--- src/rtl/mipi_capture_ctrl.sv ---
// Camera frame capture controller: arms on a frame boundary, gates deserializer timing into a capture window,
// counts pixels/lines/frames and flags line, frame and timeout errors. Capture outputs lag inputs by one cycle.
module mipi_capture_ctrl #(
    parameter int DATA_WIDTH = 10
) (
    input  logic                  img_clk,
    input  logic                  resetb,
    input  logic                  cap_start,
    input  logic                  cap_stop,
    input  logic                  cap_continuous,
    input  logic [7:0]            num_frames,
    input  logic [15:0]           expected_pixels,
    input  logic [15:0]           expected_lines,
    input  logic [23:0]           timeout_cycles,
    input  logic                  fvo,
    input  logic                  lvo,
    input  logic                  dvo,
    input  logic [DATA_WIDTH-1:0] dato,
    output logic                  des_enable,
    output logic                  cap_fv,
    output logic                  cap_lv,
    output logic                  cap_dv,
    output logic [DATA_WIDTH-1:0] cap_dat,
    output logic                  busy,
    output logic                  done,
    output logic [7:0]            frames_done,
    output logic [15:0]           last_line_pixels,
    output logic [15:0]           last_frame_lines,
    output logic                  line_err,
    output logic                  frame_err,
    output logic                  timeout_err
);

    localparam logic [2:0] S_IDLE    = 3'd0;
    localparam logic [2:0] S_ARM     = 3'd1;
    localparam logic [2:0] S_WAIT_FS = 3'd2;
    localparam logic [2:0] S_CAPTURE = 3'd3;
    localparam logic [2:0] S_DONE    = 3'd4;

    logic [1:0]            r_rst_sync;
    logic                  w_rst_n;
    logic [2:0]            r_state;
    logic                  r_fv_q;
    logic                  r_lv_q;
    logic                  r_win;
    logic                  r_stop_pend;
    logic [23:0]           r_to_cnt;
    logic [15:0]           r_pix_cnt;
    logic [15:0]           r_line_cnt;
    logic [7:0]            r_frames_done;
    logic [15:0]           r_last_line_pixels;
    logic [15:0]           r_last_frame_lines;
    logic                  r_line_err;
    logic                  r_frame_err;
    logic                  r_timeout_err;
    logic                  r_cap_fv;
    logic                  r_cap_lv;
    logic                  r_cap_dv;
    logic [DATA_WIDTH-1:0] r_cap_dat;

    logic                  w_fs;
    logic                  w_fe;
    logic                  w_le;
    logic                  w_win_next;
    logic [23:0]           w_to_inc;
    logic                  w_to_hit;
    logic [15:0]           w_line_inc;
    logic [15:0]           w_lines_at_fe;
    logic [7:0]            w_frames_inc;
    logic [7:0]            w_num_eff;
    logic                  w_more;
    logic                  w_stop_now;

    // Assertion is immediate; release is retimed so every flop leaves reset on the same edge.
    always_ff @(posedge img_clk or negedge resetb) begin
        if (!resetb) r_rst_sync <= 2'b00;
        else         r_rst_sync <= {r_rst_sync[0], 1'b1};
    end
    assign w_rst_n = r_rst_sync[1];

    assign w_fs = fvo & ~r_fv_q;
    assign w_fe = ~fvo & r_fv_q;
    assign w_le = ~lvo & r_lv_q;

    // The window opens on the start-of-frame cycle itself so the first timing beat is not lost.
    assign w_win_next = ((r_state == S_WAIT_FS) & w_fs & ~cap_stop)
                      | (r_win & (r_state == S_CAPTURE) & ~w_fe);

    assign w_to_inc      = r_to_cnt + 24'd1;
    assign w_to_hit      = (timeout_cycles != 24'd0) && (w_to_inc == timeout_cycles);
    assign w_line_inc    = (r_line_cnt == 16'hFFFF) ? r_line_cnt : r_line_cnt + 16'd1;
    assign w_lines_at_fe = w_le ? w_line_inc : r_line_cnt;
    assign w_frames_inc  = (r_frames_done == 8'hFF) ? r_frames_done : r_frames_done + 8'd1;
    assign w_num_eff     = (num_frames == 8'd0) ? 8'd1 : num_frames;
    assign w_more        = cap_continuous | (({1'b0, r_frames_done} + 9'd1) < {1'b0, w_num_eff});
    assign w_stop_now    = r_stop_pend | cap_stop;

    always_ff @(posedge img_clk or negedge w_rst_n) begin
        if (!w_rst_n) begin
            r_state            <= S_IDLE;
            r_fv_q             <= 1'b0;
            r_lv_q             <= 1'b0;
            r_win              <= 1'b0;
            r_stop_pend        <= 1'b0;
            r_to_cnt           <= 24'd0;
            r_pix_cnt          <= 16'd0;
            r_line_cnt         <= 16'd0;
            r_frames_done      <= 8'd0;
            r_last_line_pixels <= 16'd0;
            r_last_frame_lines <= 16'd0;
            r_line_err         <= 1'b0;
            r_frame_err        <= 1'b0;
            r_timeout_err      <= 1'b0;
        end else begin
            r_fv_q <= fvo;
            r_lv_q <= lvo;
            r_win  <= w_win_next;
            case (r_state)
                S_IDLE: begin
                    if (cap_start) begin
                        r_frames_done <= 8'd0;
                        r_line_err    <= 1'b0;
                        r_frame_err   <= 1'b0;
                        r_timeout_err <= 1'b0;
                        r_to_cnt      <= 24'd0;
                        r_stop_pend   <= 1'b0;
                        r_state       <= S_ARM;
                    end
                end
                S_ARM: begin
                    if (cap_stop) begin
                        r_state <= S_IDLE;
                    end else if (w_to_hit) begin
                        r_timeout_err <= 1'b1;
                        r_state       <= S_IDLE;
                    end else begin
                        r_to_cnt <= w_to_inc;
                        if (!fvo) r_state <= S_WAIT_FS;
                    end
                end
                S_WAIT_FS: begin
                    if (cap_stop) begin
                        r_state <= S_IDLE;
                    end else if (w_fs) begin
                        r_pix_cnt  <= 16'd0;
                        r_line_cnt <= 16'd0;
                        r_to_cnt   <= 24'd0;
                        r_state    <= S_CAPTURE;
                    end else if (w_to_hit) begin
                        r_timeout_err <= 1'b1;
                        r_state       <= S_IDLE;
                    end else begin
                        r_to_cnt <= w_to_inc;
                    end
                end
                S_CAPTURE: begin
                    if (cap_stop) r_stop_pend <= 1'b1;
                    if (dvo && lvo && r_pix_cnt != 16'hFFFF) r_pix_cnt <= r_pix_cnt + 16'd1;
                    if (w_le) begin
                        r_last_line_pixels <= r_pix_cnt;
                        r_line_cnt         <= w_line_inc;
                        r_pix_cnt          <= 16'd0;
                        if (expected_pixels != 16'd0 && r_pix_cnt != expected_pixels)
                            r_line_err <= 1'b1;
                    end
                    if (w_fe) begin
                        r_last_frame_lines <= w_lines_at_fe;
                        r_frames_done      <= w_frames_inc;
                        if (expected_lines != 16'd0 && w_lines_at_fe != expected_lines)
                            r_frame_err <= 1'b1;
                        r_state <= (w_more && !w_stop_now) ? S_WAIT_FS : S_DONE;
                    end
                end
                S_DONE:  r_state <= S_IDLE;
                default: r_state <= S_IDLE;
            endcase
        end
    end

    // Data only updates on valid beats so downstream sees a stable bus between beats.
    always_ff @(posedge img_clk or negedge w_rst_n) begin
        if (!w_rst_n) begin
            r_cap_fv  <= 1'b0;
            r_cap_lv  <= 1'b0;
            r_cap_dv  <= 1'b0;
            r_cap_dat <= '0;
        end else begin
            r_cap_fv <= w_win_next & fvo;
            r_cap_lv <= w_win_next & lvo;
            r_cap_dv <= w_win_next & dvo;
            if (w_win_next && dvo) r_cap_dat <= dato;
        end
    end

    assign des_enable       = (r_state == S_ARM) || (r_state == S_WAIT_FS) || (r_state == S_CAPTURE);
    assign busy             = (r_state != S_IDLE);
    assign done             = (r_state == S_DONE);
    assign cap_fv           = r_cap_fv;
    assign cap_lv           = r_cap_lv;
    assign cap_dv           = r_cap_dv;
    assign cap_dat          = r_cap_dat;
    assign frames_done      = r_frames_done;
    assign last_line_pixels = r_last_line_pixels;
    assign last_frame_lines = r_last_frame_lines;
    assign line_err         = r_line_err;
    assign frame_err        = r_frame_err;
    assign timeout_err      = r_timeout_err;

endmodule

--- config.mk ---
export PLATFORM = sky130hd
export DESIGN_NAME = mipi_capture_ctrl
export DESIGN_NICKNAME = d
export VERILOG_FILES = /design/src/rtl/mipi_capture_ctrl.sv
export SDC_FILE = /design/constraint.sdc
export NUM_CORES = 1
export LEC_CHECK = 0
export CAP_MARGIN = 25
export CORE_ASPECT_RATIO = 0.75
export CORE_MARGIN = 3
export CORE_UTILIZATION = 40
export DETAILED_ROUTE_END_ITERATION = 6
export PLACE_DENSITY_LB_ADDON = 0.25
export SLEW_MARGIN = 30
export SYNTH_ARGS = -nofsm -noshare
export SYNTH_HDL_FRONTEND = slang
export SYNTH_SLANG_ARGS = --single-unit
export TNS_END_PERCENT = 30
--- constraint.sdc ---
create_clock -name img_clk -period 3.4 [get_ports img_clk]
set_input_delay 0.68 -clock img_clk [delete_from_list [all_inputs] [get_ports img_clk]]
set_output_delay 0.68 -clock img_clk [all_outputs]
set_load 0.01 [all_outputs]
# Yosys cells after proc, flatten, opt, wreduce, memory -nomap -nowiden
# Cells that the tools add are included.
# totals
reg_bits	121
latch_bits	0
ramBits	0
rom_bits	0
in_bits	82
out_inout_bits	59
memories	0
# classes
n_addsub	5
n_mul	0
div_mod_pow	0
order_cmp	1
n_eq_ne	24
n_shift	0
n_mux	43
bitwise_logic	18
n_reduce_logical	30
# ops
operator	count
$mux W24	5
$mux W16	6
$pmux W24 S3	1
$pmux W16 S2	2
$add A16 B1 Y16 const B	2
$mux W8	4
$ne A16 B16 Y1	2
$reduce_bool A16 Y1	2
$mux W3	9
$add A24 B1 Y24 const B	1
$eq A24 B24 Y1	1
$reduce_and A4 Y1	6
$reduce_bool A24 Y1	1
$ne A2 B2 Y1 const B	11
$eq A16 B16 Y1 const B	1
$ne A16 B16 Y1 const B	1
$pmux W8 S2	1
$pmux W3 S4	1
$and A1 B1 Y1	10
$mux W1	10
$add A8 B1 Y9 const B	1
$lt A9 B8 Y1	1
$add A8 B1 Y8 const B	1
$eq A8 B8 Y1 const B	1
19 further kinds	40

# Logic depth before layout (Yosys ltp)
# Gate-level depths: netlist (run 1).
# logic_depth
word_depth	8
ltp_mapped	13

# Worst setup path after synthesis (run 1)
# Ideal clock, no wire load.
# synth_timing
path_kind	input port to flip-flop
start	input lvo
end	register r_frame_err (netlist: frame_err)
setup_time_ns	0.145
arrival_time_ns	2.552
setup_slack_ns	0.704
cell_stages	8
path_cell_list	nand2b_1 > nor3_1 > a21boi_1 > xnor2_1 > o32ai_1 > a211o_1 > nor4_1 > a41oi_1
# synth_between
elab_chain_len	7
# synth_rtl
element	line_no	source
start: declaration	16	input logic lvo,
$not A1 Y1	83	assign w_le = ~lvo & r_lv_q;
$and A1 B1 Y1	83	
$mux W16	n/a	
$ne A16 B16 Y1	169	if (expected_lines != 16'd0 && w_lines_at_fe != expected_lines)
$logic_and A1 B1 Y1	169	
$ne A2 B2 Y1 (no line)	n/a	
$reduce_and A4 Y1 (no line)	n/a	
end signal: assignment	112	r_frame_err <= 1'b0;
end signal: assignment	123	r_frame_err <= 1'b0;
end signal: assignment	170	r_frame_err <= 1'b1;
end: declaration	54	logic r_frame_err;
# No other way between the ends.
# A chain may end at the register's enable or synchronous reset.

# Worst setup path after layout (run 1)
# layout_timing
start	register r_to_cnt[12]
end	register r_to_cnt[13]
# layout_between
elab_chain_len	7
word_cells_on_any_way	8
cone_classes	add/sub: 1; eq/ne: 1; mux: 5; reduce/logical: 1
# layout_rtl
element	line_no	source
start: declaration	47	logic [23:0] r_to_cnt;
start signal: assignment	137	r_to_cnt <= w_to_inc;
start signal: assignment	153	r_to_cnt <= w_to_inc;
$add A24 B1 Y24 (*)	89	assign w_to_inc = r_to_cnt + 24'd1;
$eq A24 B24 Y1	90	assign w_to_hit = (timeout_cycles != 24'd0) && (w_to_inc == timeout_cycles);
$logic_and A1 B1 Y1	90	
$mux W24 (*)	133, 149	
$mux W24	144	end else if (w_fs) begin
$mux W24	142	if (cap_stop) begin
$pmux W24 S3 (*)	118	case (r_state)
# Mark *: on every way between the ends. The rest lies on a longest branch, timed or not. The select of a mux whose other input is x is not followed.

==> summary.txt, run 1 <==
Logic synthesis
  – Post-synth EDFFs: 0
  – Synthesized instance count: 874
  – Sequential element share of the synthesized area: 0.3907
  – Post-Syn Nets: 967
  – Asr flop ratio synth: 1.000
  – Post-synth top flop: dfrtp_1
  – Post-Syn Area: 7750 um2
  – Synth warn: 0
  – Syn avg cell area: 8.867 um2
  – Flops & latches, synth: 121
  – Synth unique cells: 80

Placement
  – Dpl hpwl: 16.48 mm
  – Placer congestion estimate: 0.9339
  – Port bufs: 140

Floorplan
  – Die Wd: 166.7 um
  – Starting Density: 0.4139
  – Core Area: 18,720 um2
  – Die ar.: 21,100 um2
  – Row cnt: 43
  – Die height: 126.5 um
  – I/O pin cnt: 141

Worst setup path
  – Crit start category: flop
  – Critical path type: reg -> reg
  – FF-to-FF path depth: 10
  – CP Data Arrival Time: 3420 ps
  – Maximum fanout along the worst path: 13
  – Critical Path RT: 3740 ps
  – RR Endpoint: r_to_cnt[13]$_DFFE_PN0P_
  – CP endpoint kind: flop
  – R2R setup slack: 320 ps
  – Worst reg2reg startpoint: r_to_cnt[12]$_DFFE_PN0P_
  – Crit path from: r_to_cnt[12]$_DFFE_PN0P_

CTS
  – Bufs on Longest Clock Path: 2
  – Clock latency on the worst-skew pair: 410 ps
  – Root Driver: clkbuf_16
  – Hold buffer count at cts: 0
  – Post-CTS Setup Repair Bufs: 0
  – CTS resizes: 0
  – Num Clock Sinks: 121
  – CTS tree: built
  – Clock transition at the registers of the reported paths: 60 ps
  – TritonCTS buffer count: 17
  – H-tree depth: 4

Global route
  – First-pass GRT wire length: 36.23 mm
  – Gr usage total: 0.2103
  – Total grt overflow: 0
  – Number of global-route vias before repair: 6,639
  – Initial antenna violation count: 0
  – Largest net degree at the start of global routing: 54

Detailed routing
  – Final WL: 22.20 mm
  – Metal-1 WL: 10.94 mm
  – DR WL met2: 9.180 mm
  – DR top layer: met4
  – Met3 wire len: 1.962 mm
  – Drt first pass iters: 7
  – DRC violations left: 0
  – Initial DRC count: 690
  – Routed length per placed instance: 17.37 um
  – Antenna-violating nets left: 0
  – Routed vias/inst: 5.585
  – Vias post-DR: 7,138

Timing
  – Max-slew headroom: 0.5099
  – Fin. max-slew vios: 0
  – Unrepaired setup endpoints after global routing: false
  – FMAX: 324.4 MHz
  – Fin crit period: 3083 ps
  – Actual slew at the worst max-slew pin: 735.2 ps
  – Fin crit share: 0.9067
  – Setup Viol. Count Final: 0
  – TNS Setup: 0 ps
  – Final Hold Vio Count: 0
  – Skew final: 8.879 ps

Hold path
  – Min-Delay Path Depth: 0
  – Worst Min Path Start: r_rst_sync[0]$_DFF_PN0_
  – Worst Hold Class: reg -> reg
  – Hold EP: r_rst_sync[1]$_DFF_PN0_

Power
  – Power Density: 490.6 nW/um2
  – Clk pwr share: 0.341
  – Sw frac: 0.3317
  – Overall Power: 4.942 mW
  – Sw power: 1.639 mW
  – Seq pwr share: 0.364
  – Leak pwr: 4.285 nW
  – Peak supply drop: 0.3936 mV
  – Internal: 3.303 mW
  – Combinational share of power: 0.295

Finish
  – Synth-to-layout area growth: 29.98%
  – Fin nets: 1,111
  – Commonest non-fill, non-tap cell in the layout: clkdlybuf4s50_1
  – Most frequent cells in the layout: clkdlybuf4s50_1 (140), dfrtp_1 (120), nand2_1 (92)
  – Fill cells: 1,748
  – Layout cells sized above 1: 0.1125
  – Core Util, Final: 0.5380
  – Diodes inserted: 0

Status
  – Status: finished, final reports clean

Flow run
  – Max Cap Viol: 0
==> flip-flops by register name, summed over array words and instances, names as in the netlist, 2 cells and up <==
register / flops
r_to_cnt: 24
last_frame_lines: 16
last_line_pixels: 16
r_line_cnt: 16
r_pix_cnt: 16
cap_dat: 10
frames_done: 8
r_state: 3
r_rst_sync: 2
==> synth_stat cells (16+ instances only) <==
master / count / area share
a21oi_1: 27 / 0.017
and3_1: 17 / 0.014
buf_2: 16 / 0.010
clkbuf_1: 29 / 0.014
dfrtp_1: 121 / 0.39
inv_1: 20 / 0.0097
mux2_2: 26 / 0.038
nand2_1: 92 / 0.045
nand2b_1: 22 / 0.018
nand3_1: 46 / 0.030
nand4_1: 16 / 0.013
nor2_1: 53 / 0.026
nor3_1: 16 / 0.010
nor4_1: 25 / 0.020
o21ai_0: 82 / 0.053
xnor2_1: 38 / 0.043
xor2_1: 40 / 0.045
==> kinds of logic (layout without fill, tap and decap cells) <==
| logic type | count (synthesis) | after routing | share of synthesized area |
|---|---|---|---|
| buffers and inverters | 72 | 229 | 0.04181 |
| adder cells (fa/ha/maj) | 12 | 12 | 0.01921 |
| multiplexers | 30 | 30 | 0.04294 |
| XOR/XNOR | 78 | 78 | 0.08815 |
| flip-flops | 121 | 121 | 0.3907 |
| other | 1 | 1 | 0.0004839 |
| AND/OR/NAND/NOR | 359 | 359 | 0.2517 |
| AO/OA/AOI/OAI | 201 | 201 | 0.1650 |
==> per-layer routing <==
metal,track usage,up-vias
li1,-,3479
met1,0.3227,3371
met2,0.2939,277
met3,0.06355,11
met4,0.03880,0
met5,0,-
==> layout make-up <==
class,count,area (um2),area share
Clock inverter,12,92.59,0.009191
Clock buffer,20,466.7,0.04633
Timing Repair Buffer,176,1697,0.1684
Multi-Input combinational cell,681,4398,0.4366
Sequential cell,121,3032,0.3010
Tap cell,247,309.0,0.03068
Inverter,21,78.83,0.007825
==> critical path: stages, from the launching register on <==
cell and delay (ps):
dfrtp_1 600, nand4_1 330, nor4_4 440, nor2b_1 190, o21ai_1 70, o32a_1 350
nand4_4 170, buf_12 160, nand2_2 80, or4_1 510, nand3_1 100
==> power by group through the flow <==
stage / Sequential (mW) / Clock (mW) / Combinational [mW]
3_3_place_gp: 1.82 / 0 / 1.45
2_1_floorplan: 1.81 / 0 / 0.777
5_1_grt: 1.83 / 1.80 / 1.62
4_1_cts: 1.80 / 1.72 / 1.47
6_report: 1.80 / 1.68 / 1.46
3_5_place_dp: 1.82 / 0 / 1.46
==> per-stage QoR <==
stage	instance area (um2)	setup slack [ps]	cells	hold WS (ps)
after floorplan	7751	703.5	874	331.1
after global placement	9514	7.613	1246	335.0
after detailed placement	9514	129.2	1246	337.1
after CTS	10070	390.2	1278	350.0
after global routing	10070	211.8	1278	358.6
final	10070	317.4	1278	347.9
==> worst max path at each step <==
| stage | endpoint | slack, ps | cells past startpoint |
|---|---|---|---|
| 2_1_floorplan | frame_err$_DFFE_PN0P_ | 700 | 8 |
| 3_3_place_gp | r_to_cnt[13]$_DFFE_PN0P_ | 8 | 11 |
| 3_5_place_dp | r_to_cnt[13]$_DFFE_PN0P_ | 130 | 11 |
| 4_1_cts | r_to_cnt[13]$_DFFE_PN0P_ | 390 | 10 |
| 5_1_grt | r_state[1]$_DFFE_PN0P_ | 210 | 13 |
| 6_report | r_to_cnt[13]$_DFFE_PN0P_ | 320 | 10 |
Note: power is estimated with default switching activity, not from simulation.
==> inputs of run 2 (changes only) <==
Settings changed: ABC_AREA set to 1.
==> summary.txt, run 2 <==
Worst setup path
  – Critical path type: reg -> reg (unchanged)
  – Crit start category: flop (unchanged)
  – Worst reg2reg startpoint: r_line_cnt[1]$_DFFE_PN0P_ (was r_to_cnt[12]$_DFFE_PN0P_)
  – Most used cell along the critical path: nand2_1
  – Slowest stage cell, crit path: nor3_1 (was dfrtp_1)
  – Critical Path RT: 3710 ps (was 3740 ps)
  – R2R setup slack: 540 ps (was 320 ps)
  – CP Data Arrival Time: 3160 ps (was 3420 ps)
  – Slowest cell delay on critical path: 510 ps (was 600 ps)
  – CP endpoint kind: flop (unchanged)
  – Maximum fanout along the worst path: 4 (was 13)
  – Worst path bufs/invs: 0 (was 1)
  – Critical path's top delay family: simple AND/OR/NAND/NOR gates (unchanged)
  – Crit-path cells: ha_1 -> nand2_1 -> nor2_1 -> nand4_1 -> nor3_1 -> o21ai_0 -> xnor2_1 -> nor2_1 -> nand3_1 -> nor2_1 -> nand2_1 -> nand2_1 -> nand2_1 (was nand4_1 -> nor4_4 -> nor2b_1 -> o21ai_1 -> o32a_1 -> nand4_4 -> buf_12 -> nand2_2 -> or4_1 -> nand3_1)
  – FF-to-FF path depth: 13 (was 10)
  – RR Endpoint: frame_err$_DFFE_PN0P_ (was r_to_cnt[13]$_DFFE_PN0P_)

Power
  – Combinational share of power: 0.321 (was 0.295)
  – Internal: 3.789 mW (was 3.303 mW)
  – Sw frac: 0.3429 (was 0.3317)
  – Seq pwr share: 0.355 (was 0.364)
  – Leak pwr: 4.756 nW (was 4.285 nW)
  – Sw power: 1.977 mW (was 1.639 mW)
  – Peak supply drop: 0.3113 mV (was 0.3936 mV)
  – Power Density: 568.6 nW/um2 (was 490.6 nW/um2)
  – Clk pwr share: 0.324 (was 0.341)

Placement
  – Placed cells: 1,496 (was 1,246)
  – Dpl hpwl: 16.96 mm (was 16.48 mm)
  – Port bufs: 140 (unchanged)
  – Dpl cell area: 9529 um2 (was 9514 um2)
  – Placer congestion estimate: 0.9581 (was 0.9339)

Finish
  – Diodes inserted: 0 (unchanged)
  – Multi-input logic area: 4039 um2 (was 4398 um2)
  – Fill cells: 1,781 (was 1,748)
  – Fin nets: 1,361 (was 1,111)
  – Synth-to-layout area growth: 30.22% (was 29.98%)
  – Finished Layout Cells: 1,528 (was 1,278)
  – Reg with most FFs: r_to_cnt (unchanged)
  – Max FFs per register: 24 (unchanged)
  – Reg area: 3032 um2 (unchanged)
  – Final Cell Area: 10,140 um2 (was 10,070 um2)
  – Layout cells sized above 1: 0.05855 (was 0.1125)
  – Commonest non-fill, non-tap cell in the layout: nand2_1 (was clkdlybuf4s50_1)
  – Most frequent cells in the layout: nand2_1 (327), inv_1 (157), clkdlybuf4s50_1 (140) (was clkdlybuf4s50_1 (140), dfrtp_1 (120), nand2_1 (92))

CTS
  – Post-CTS Setup Repair Bufs: 0 (unchanged)
  – CTS tree: built (unchanged)
  – TritonCTS buffer count: 17 (unchanged)
  – Root Driver: clkbuf_16 (unchanged)
  – H-tree depth: 4 (unchanged)
  – Num Clock Sinks: 121 (unchanged)
  – Clock latency on the worst-skew pair: 420 ps (was 410 ps)
  – Clock transition at the registers of the reported paths: 60 ps (about the same)
  – Hold buffer count at cts: 0 (unchanged)
  – CTS resizes: 0 (unchanged)
  – Bufs on Longest Clock Path: 2 (unchanged)

Logic synthesis
  – Flops & latches, synth: 121 (unchanged)
  – Sequential element share of the synthesized area: 0.3888 (was 0.3907)
  – Most frequent cell after synthesis: nand2_1 (was dfrtp_1)
  – Yosys top cell area share: 0.3888 (was 0.3907)
  – Synth warn: 0 (unchanged)
  – Synthesized instance count: 1,116 (was 874)
  – Post-synth EDFFs: 0 (unchanged)
  – Post-synth top flop: dfrtp_1 (unchanged)
  – Post-Syn Area: 7787 um2 (was 7750 um2)
  – Top cell type by total area after synthesis: dfrtp_1 (unchanged)
  – Asr flop ratio synth: 1.000 (unchanged)
  – Syn avg cell area: 6.978 um2 (was 8.867 um2)
  – Post-Syn Nets: 1,209 (was 967)
  – Top cells by count, synth: nand2_1 (327), inv_1 (157), dfrtp_1 (121) (was dfrtp_1 (121), nand2_1 (92), o21ai_0 (82))
  – Synth unique cells: 41 (was 80)
  – Ranking of synthesized cells by area: dfrtp_1 (39%), nand2_1 (16%), inv_1 (7.6%), nor2_1 (5.3%), nand3_1 (5.2%) (was dfrtp_1 (39%), o21ai_0 (5.3%), xor2_1 (4.5%), nand2_1 (4.5%), xnor2_1 (4.3%))

Timing
  – Fin crit share: 0.8400 (was 0.9067)
  – FMAX: 350.1 MHz (was 324.4 MHz)
  – Skew final: 12.06 ps (was 8.879 ps)
  – Max-slew headroom: 0.6002 (was 0.5099)
  – TNS Setup: 0 ps (unchanged)
  – Setup Viol. Count Final: 0 (unchanged)
  – Final Hold Vio Count: 0 (unchanged)
  – Unrepaired setup endpoints after global routing: false (unchanged)
  – Fin. max-slew vios: 0 (unchanged)
  – Fin crit period: 2856 ps (was 3083 ps)
  – Actual slew at the worst max-slew pin: 594.2 ps (was 735.2 ps)

Detailed routing
  – Initial DRC count: 807 (was 690)
  – Vias post-DR: 7,814 (was 7,138)
  – DRC violations left: 0 (unchanged)
  – Routed length per placed instance: 14.53 um (was 17.37 um)
  – Drt first pass iters: 5 (was 7)
  – Routed vias/inst: 5.114 (was 5.585)
  – Antenna-violating nets left: 0 (unchanged)
  – Final WL: 22.21 mm (was 22.20 mm)

Hold path
  – Worst Hold Class: reg -> async (was reg -> reg)

Status
  – Status: finished, final reports clean (unchanged)

Global route
  – Largest net degree at the start of global routing: 44 (was 54)
  – Number of global-route vias before repair: 7,460 (was 6,639)
  – Total grt overflow: 0 (unchanged)
  – Gr usage total: 0.2123 (was 0.2103)
  – Initial antenna violation count: 1 (was 0)
  – First-pass GRT wire length: 37.17 mm (was 36.23 mm)

Floorplan
  – Die height: 126.8 um (was 126.5 um)
  – Starting Density: 0.4147 (was 0.4139)
  – Core Area: 18,780 um2 (was 18,720 um2)
  – Die ar.: 21,200 um2 (was 21,100 um2)
  – I/O pin cnt: 141 (unchanged)
  – Row cnt: 43 (unchanged)
  – Die Wd: 167.1 um (was 166.7 um)

Flow run
  – Max Cap Viol: 0 (unchanged)
==> run 2: cell types whose count changed in the layout (fill, tap and decap cells not counted), moves of 20 or more <==
cell      previous run  this run
buf_4               34        14
inv_1               20       157
mux2_2              26         0
nand2_1             92       327
nand2b_1            22         0
nand3_1             46        81
nor2_1              53       109
xnor2_1             38         9
==> run 2: per-stage QoR <==
step / power [mW] / hold WS, ps / setup WS, ps / util
2_1_floorplan: 3.026 / 331.1 / 1049 / -
3_3_place_gp: 3.902 / 333.9 / 357.2 / 0.5075
3_5_place_dp: 3.919 / 338.9 / 209.7 / 0.5075
4_1_cts: 5.810 / 352.0 / 628.7 / 0.5401
5_1_grt: 6.127 / 355.0 / 283.7 / 0.5401
6_report: 5.766 / 324.0 / 543.8 / 0.5401
==> run 2: cells by family after synthesis <==
family | count (synthesis) | synth area share
flops | 121 | 0.3888
xor+xnor | 43 | 0.05190
other cells | 1 | 0.0004815
simple gates | 586 | 0.3212
compound gates | 171 | 0.1274
fa+ha+maj | 11 | 0.01767
buf+inv | 183 | 0.09254
==> run 2: power by group through the flow <==
| stage | Clock (mW) | Sequential (mW) | Combinational (mW) |
|---|---|---|---|
| finish | 1.87 | 2.05 | 1.85 |
| floorplan | 0 | 2.10 | 0.925 |
| detailed placement | 0 | 2.06 | 1.86 |
| global placement | 0 | 2.07 | 1.84 |
| CTS | 1.90 | 2.04 | 1.86 |
| global route | 1.97 | 2.09 | 2.07 |
==> run 2: how the worst max path moves through the flow <==
stage / slack [ps] / depth (start not counted) / start / to
global placement: 360 / 16 / lvo / frame_err$_DFFE_PN0P_
finish: 540 / 13 / r_line_cnt[1]$_DFFE_PN0P_ / frame_err$_DFFE_PN0P_
global route: 280 / 13 / r_line_cnt[1]$_DFFE_PN0P_ / frame_err$_DFFE_PN0P_
detailed placement: 210 / 16 / lvo / frame_err$_DFFE_PN0P_
CTS: 630 / 13 / r_line_cnt[0]$_DFFE_PN0P_ / frame_err$_DFFE_PN0P_
floorplan: 1050 / 15 / lvo / frame_err$_DFFE_PN0P_
==> run 2: worst reg2reg max path: stages, from the launching register on <==
cell and delay (ps):
dfrtp_1 420, ha_1 300, nand2_1 80, nor2_1 220
nand4_1 230, nor3_1 510, o21ai_0 290, xnor2_1 180
nor2_1 110, nand3_1 120, nor2_1 140, nand2_1 60
nand2_1 50, nand2_1 40
==> run 2: metal layers <==
layer | vias to the layer above | GRT usage | wire (um)
met3 | 25 | 0.04766 | 1431
met5 | - | 0 | 13
li1 | 3938 | - | -
met4 | 2 | 0.04995 | 262
met1 | 3603 | 0.3154 | 11080
met2 | 246 | 0.3152 | 9423
==> run 2: cell type report <==
class                      instances  area share
multi-input combinational        812      0.3983
inverter                         160     0.05947
clock inverter                    14     0.01703
tap                              247     0.03047
timing repair buffer             156      0.1525
sequential                       121      0.2990
clock buffer                      18     0.04331
==> inputs of run 3 (changes only) <==
Clock period 3.4 ns to 2.5 ns, I/O delays scaled along.
==> summary.txt, run 3 (synthesis results as in run 2) <==
Status
  – Status: finished, violations left (was finished, final reports clean)
  – Failing checks: setup timing

Timing
  – Fin crit period: 2547 ps (was 2856 ps)
  – FMAX: 392.7 MHz (was 350.1 MHz)
  – Unrepaired setup endpoints after global routing: true (was false)
  – Final Hold Vio Count: 0 (unchanged)
  – Actual slew at the worst max-slew pin: 551.3 ps (was 594.2 ps)
  – Fin. max-slew vios: 0 (unchanged)
  – Hold Slack: 231.7 ps (was 324.0 ps)
  – Fin crit share: 1.019 (was 0.8400)
  – Setup Viol. Count Final: 3 (was 0)
  – Skew final: 9.985 ps (was 12.06 ps)
  – Setup ws final: -46.69 ps (was 543.8 ps)
  – Max-slew headroom: 0.6325 (was 0.6002)

Floorplan
  – I/O pin cnt: 141 (unchanged)
  – Die height: 126.8 um (unchanged)
  – Row cnt: 43 (unchanged)
  – Core Area: 18,780 um2 (unchanged)
  – Starting Density: 0.4147 (unchanged)
  – Die Wd: 167.1 um (unchanged)
  – Die ar.: 21,200 um2 (unchanged)

CTS
  – Clock latency on the worst-skew pair: 420 ps (about the same)
  – TritonCTS buffer count: 17 (unchanged)
  – Root Driver: clkbuf_16 (unchanged)
  – Clock transition at the registers of the reported paths: 60 ps (about the same)
  – Hold buffer count at cts: 0 (unchanged)
  – CTS tree: built (unchanged)
  – Num Clock Sinks: 121 (unchanged)
  – Bufs on Longest Clock Path: 2 (unchanged)
  – H-tree depth: 4 (unchanged)

Power
  – Overall Power: 8.033 mW (was 5.766 mW)
  – Leak pwr: 5.239 nW (was 4.756 nW)
  – Peak supply drop: 0.4104 mV (was 0.3113 mV)
  – Power Density: 726.3 nW/um2 (was 568.6 nW/um2)

Worst setup path
  – Crit-path cells: buf_6 -> inv_1 -> nor2_4 -> buf_6 -> nand3_4 -> buf_6 -> xnor3_1 -> nor2_1 -> nand3_1 -> nor2_2 -> nand2_4 -> buf_12 -> nand4_1 -> nand3_2 -> nand2_1 -> nand2_1 (was ha_1 -> nand2_1 -> nor2_1 -> nand4_1 -> nor3_1 -> o21ai_0 -> xnor2_1 -> nor2_1 -> nand3_1 -> nor2_1 -> nand2_1 -> nand2_1 -> nand2_1)
  – Most used cell along the critical path: buf_6 (was nand2_1)
  – CP Data Arrival Time: 2860 ps (was 3160 ps)
  – Worst path bufs/invs: 5 (was 0)
  – Critical path's top delay family: simple AND/OR/NAND/NOR gates (unchanged)
  – Slowest cell delay on critical path: 410 ps (was 510 ps)
  – Slowest stage cell, crit path: dfrtp_1 (was nor3_1)
  – Maximum fanout along the worst path: 6 (was 4)
  – CP endpoint kind: flop (unchanged)
  – Critical Path RT: 2810 ps (was 3710 ps)
  – Critical path type: reg -> reg (unchanged)
  – Crit start category: flop (unchanged)

Detailed routing
  – Antenna-violating nets left: 0 (unchanged)
  – Vias post-DR: 8,248 (was 7,814)
  – Drt first pass iters: 5 (unchanged)
  – Routed length per placed instance: 15.07 um (was 14.53 um)
  – DRC violations left: 0 (unchanged)
  – Initial DRC count: 814 (was 807)
  – Routed vias/inst: 5.145 (was 5.114)
  – Final WL: 24.16 mm (was 22.21 mm)

Finish
  – Core Util, Final: 0.5890 (was 0.5401)
  – Reg with most FFs: r_to_cnt (unchanged)
  – Commonest non-fill, non-tap cell in the layout: nand2_1 (unchanged)
  – Max FFs per register: 24 (unchanged)
  – Layout cells sized above 1: 0.1497 (was 0.05855)
  – Diodes inserted: 0 (unchanged)
  – Synth-to-layout area growth: 42.02% (was 30.22%)
  – Most frequent cells in the layout: nand2_1 (323), inv_1 (156), clkdlybuf4s50_1 (140) (was nand2_1 (327), inv_1 (157), clkdlybuf4s50_1 (140))
  – Fill cells: 1,738 (was 1,781)
  – Fin nets: 1,436 (was 1,361)

Global route
  – Largest net degree at the start of global routing: 62 (was 44)
  – First-pass GRT wire length: 38.80 mm (was 37.17 mm)
  – Initial antenna violation count: 0 (was 1)
  – Gr usage total: 0.2247 (was 0.2123)
  – Total grt overflow: 0 (unchanged)
  – Number of global-route vias before repair: 7,787 (was 7,460)

Placement
  – Placer congestion estimate: 0.9822 (was 0.9581)
  – Port bufs: 140 (unchanged)
  – Dpl hpwl: 17.98 mm (was 16.96 mm)

Flow run
  – Max Cap Viol: 0 (unchanged)

Hold path
  – Worst Hold Class: in -> async (was reg -> async)
## run 3: cell type report
class / instances / area, um2 / area share
flip-flops and latches: 121 / 3035 / 0.2745
well taps: 247 / 309.0 / 0.02794
clock buffers: 17 / 425.4 / 0.03847
repair buffers: 231 / 2216 / 0.2004
clock inverters: 15 / 138.9 / 0.01256
inverters: 160 / 616.8 / 0.05578
multi-input cells: 812 / 4318 / 0.3904
## run 3: final timing paths
path / from / endpoint / slack, ps / depth (start not counted)
max: r_to_cnt[0]$_DFFE_PN0P_ / r_state[0]$_DFFE_PN0P_ / -50 / 16
min: resetb / r_rst_sync[1]$_DFF_PN0_ / 230 / 1
max reg2reg: r_to_cnt[0]$_DFFE_PN0P_ / r_state[0]$_DFFE_PN0P_ / -50 / 16
min reg2reg: r_rst_sync[1]$_DFF_PN0_ / last_line_pixels[12]$_DFFE_PN0P_ / 310 / 0
max in group asynchronous: r_rst_sync[1]$_DFF_PN0_ / r_to_cnt[2]$_DFFE_PN0P_ / 1420 / 1
min in group img_clk: r_rst_sync[0]$_DFF_PN0_ / r_rst_sync[1]$_DFF_PN0_ / 350 / 0
## run 3: metal layers
metal / up-vias / part of all wire / wire, um / GRT usage
li1: 4088 / - / - / -
met1: 3811 / 0.47 / 11420 / 0.3265
met3: 40 / 0.070 / 1690 / 0.05016
met2: 309 / 0.44 / 10600 / 0.3333
met4: 0 / 0.019 / 454 / 0.07177
met5: - / 0 / 0 / 0
## run 3: what timing repair did
item / in CTS / in global routing
setup buffers: 2 / 13
resized for setup: 12 / 85
gates cloned: 0 / 2
endpoints found under the setup margin: 22 / 45
pin swaps: 3 / 12
## run 3: power breakdown
| part | switching [mW] | leakage, nW | internal (mW) |
|---|---|---|---|
| clock network | 1.00 | 0.275 | 1.38 |
| registers | 0.375 | 1.62 | 2.40 |
| logic | 1.49 | 3.34 | 1.38 |
| total | 2.87 | 5.24 | 5.16 |
## run 3: per-stage QoR
stage          setup TNS, ps  area [um2]  instances  setup slack (ps)
2_1_floorplan              0        7789       1116             239.3
3_3_place_gp           -1140       10000       1554            -89.83
3_5_place_dp           -1738       10000       1554            -148.2
4_1_cts               -13.08       10610       1588            -13.08
5_1_grt                -3084       11060       1603            -188.7
6_report              -60.08       11060       1603            -46.69
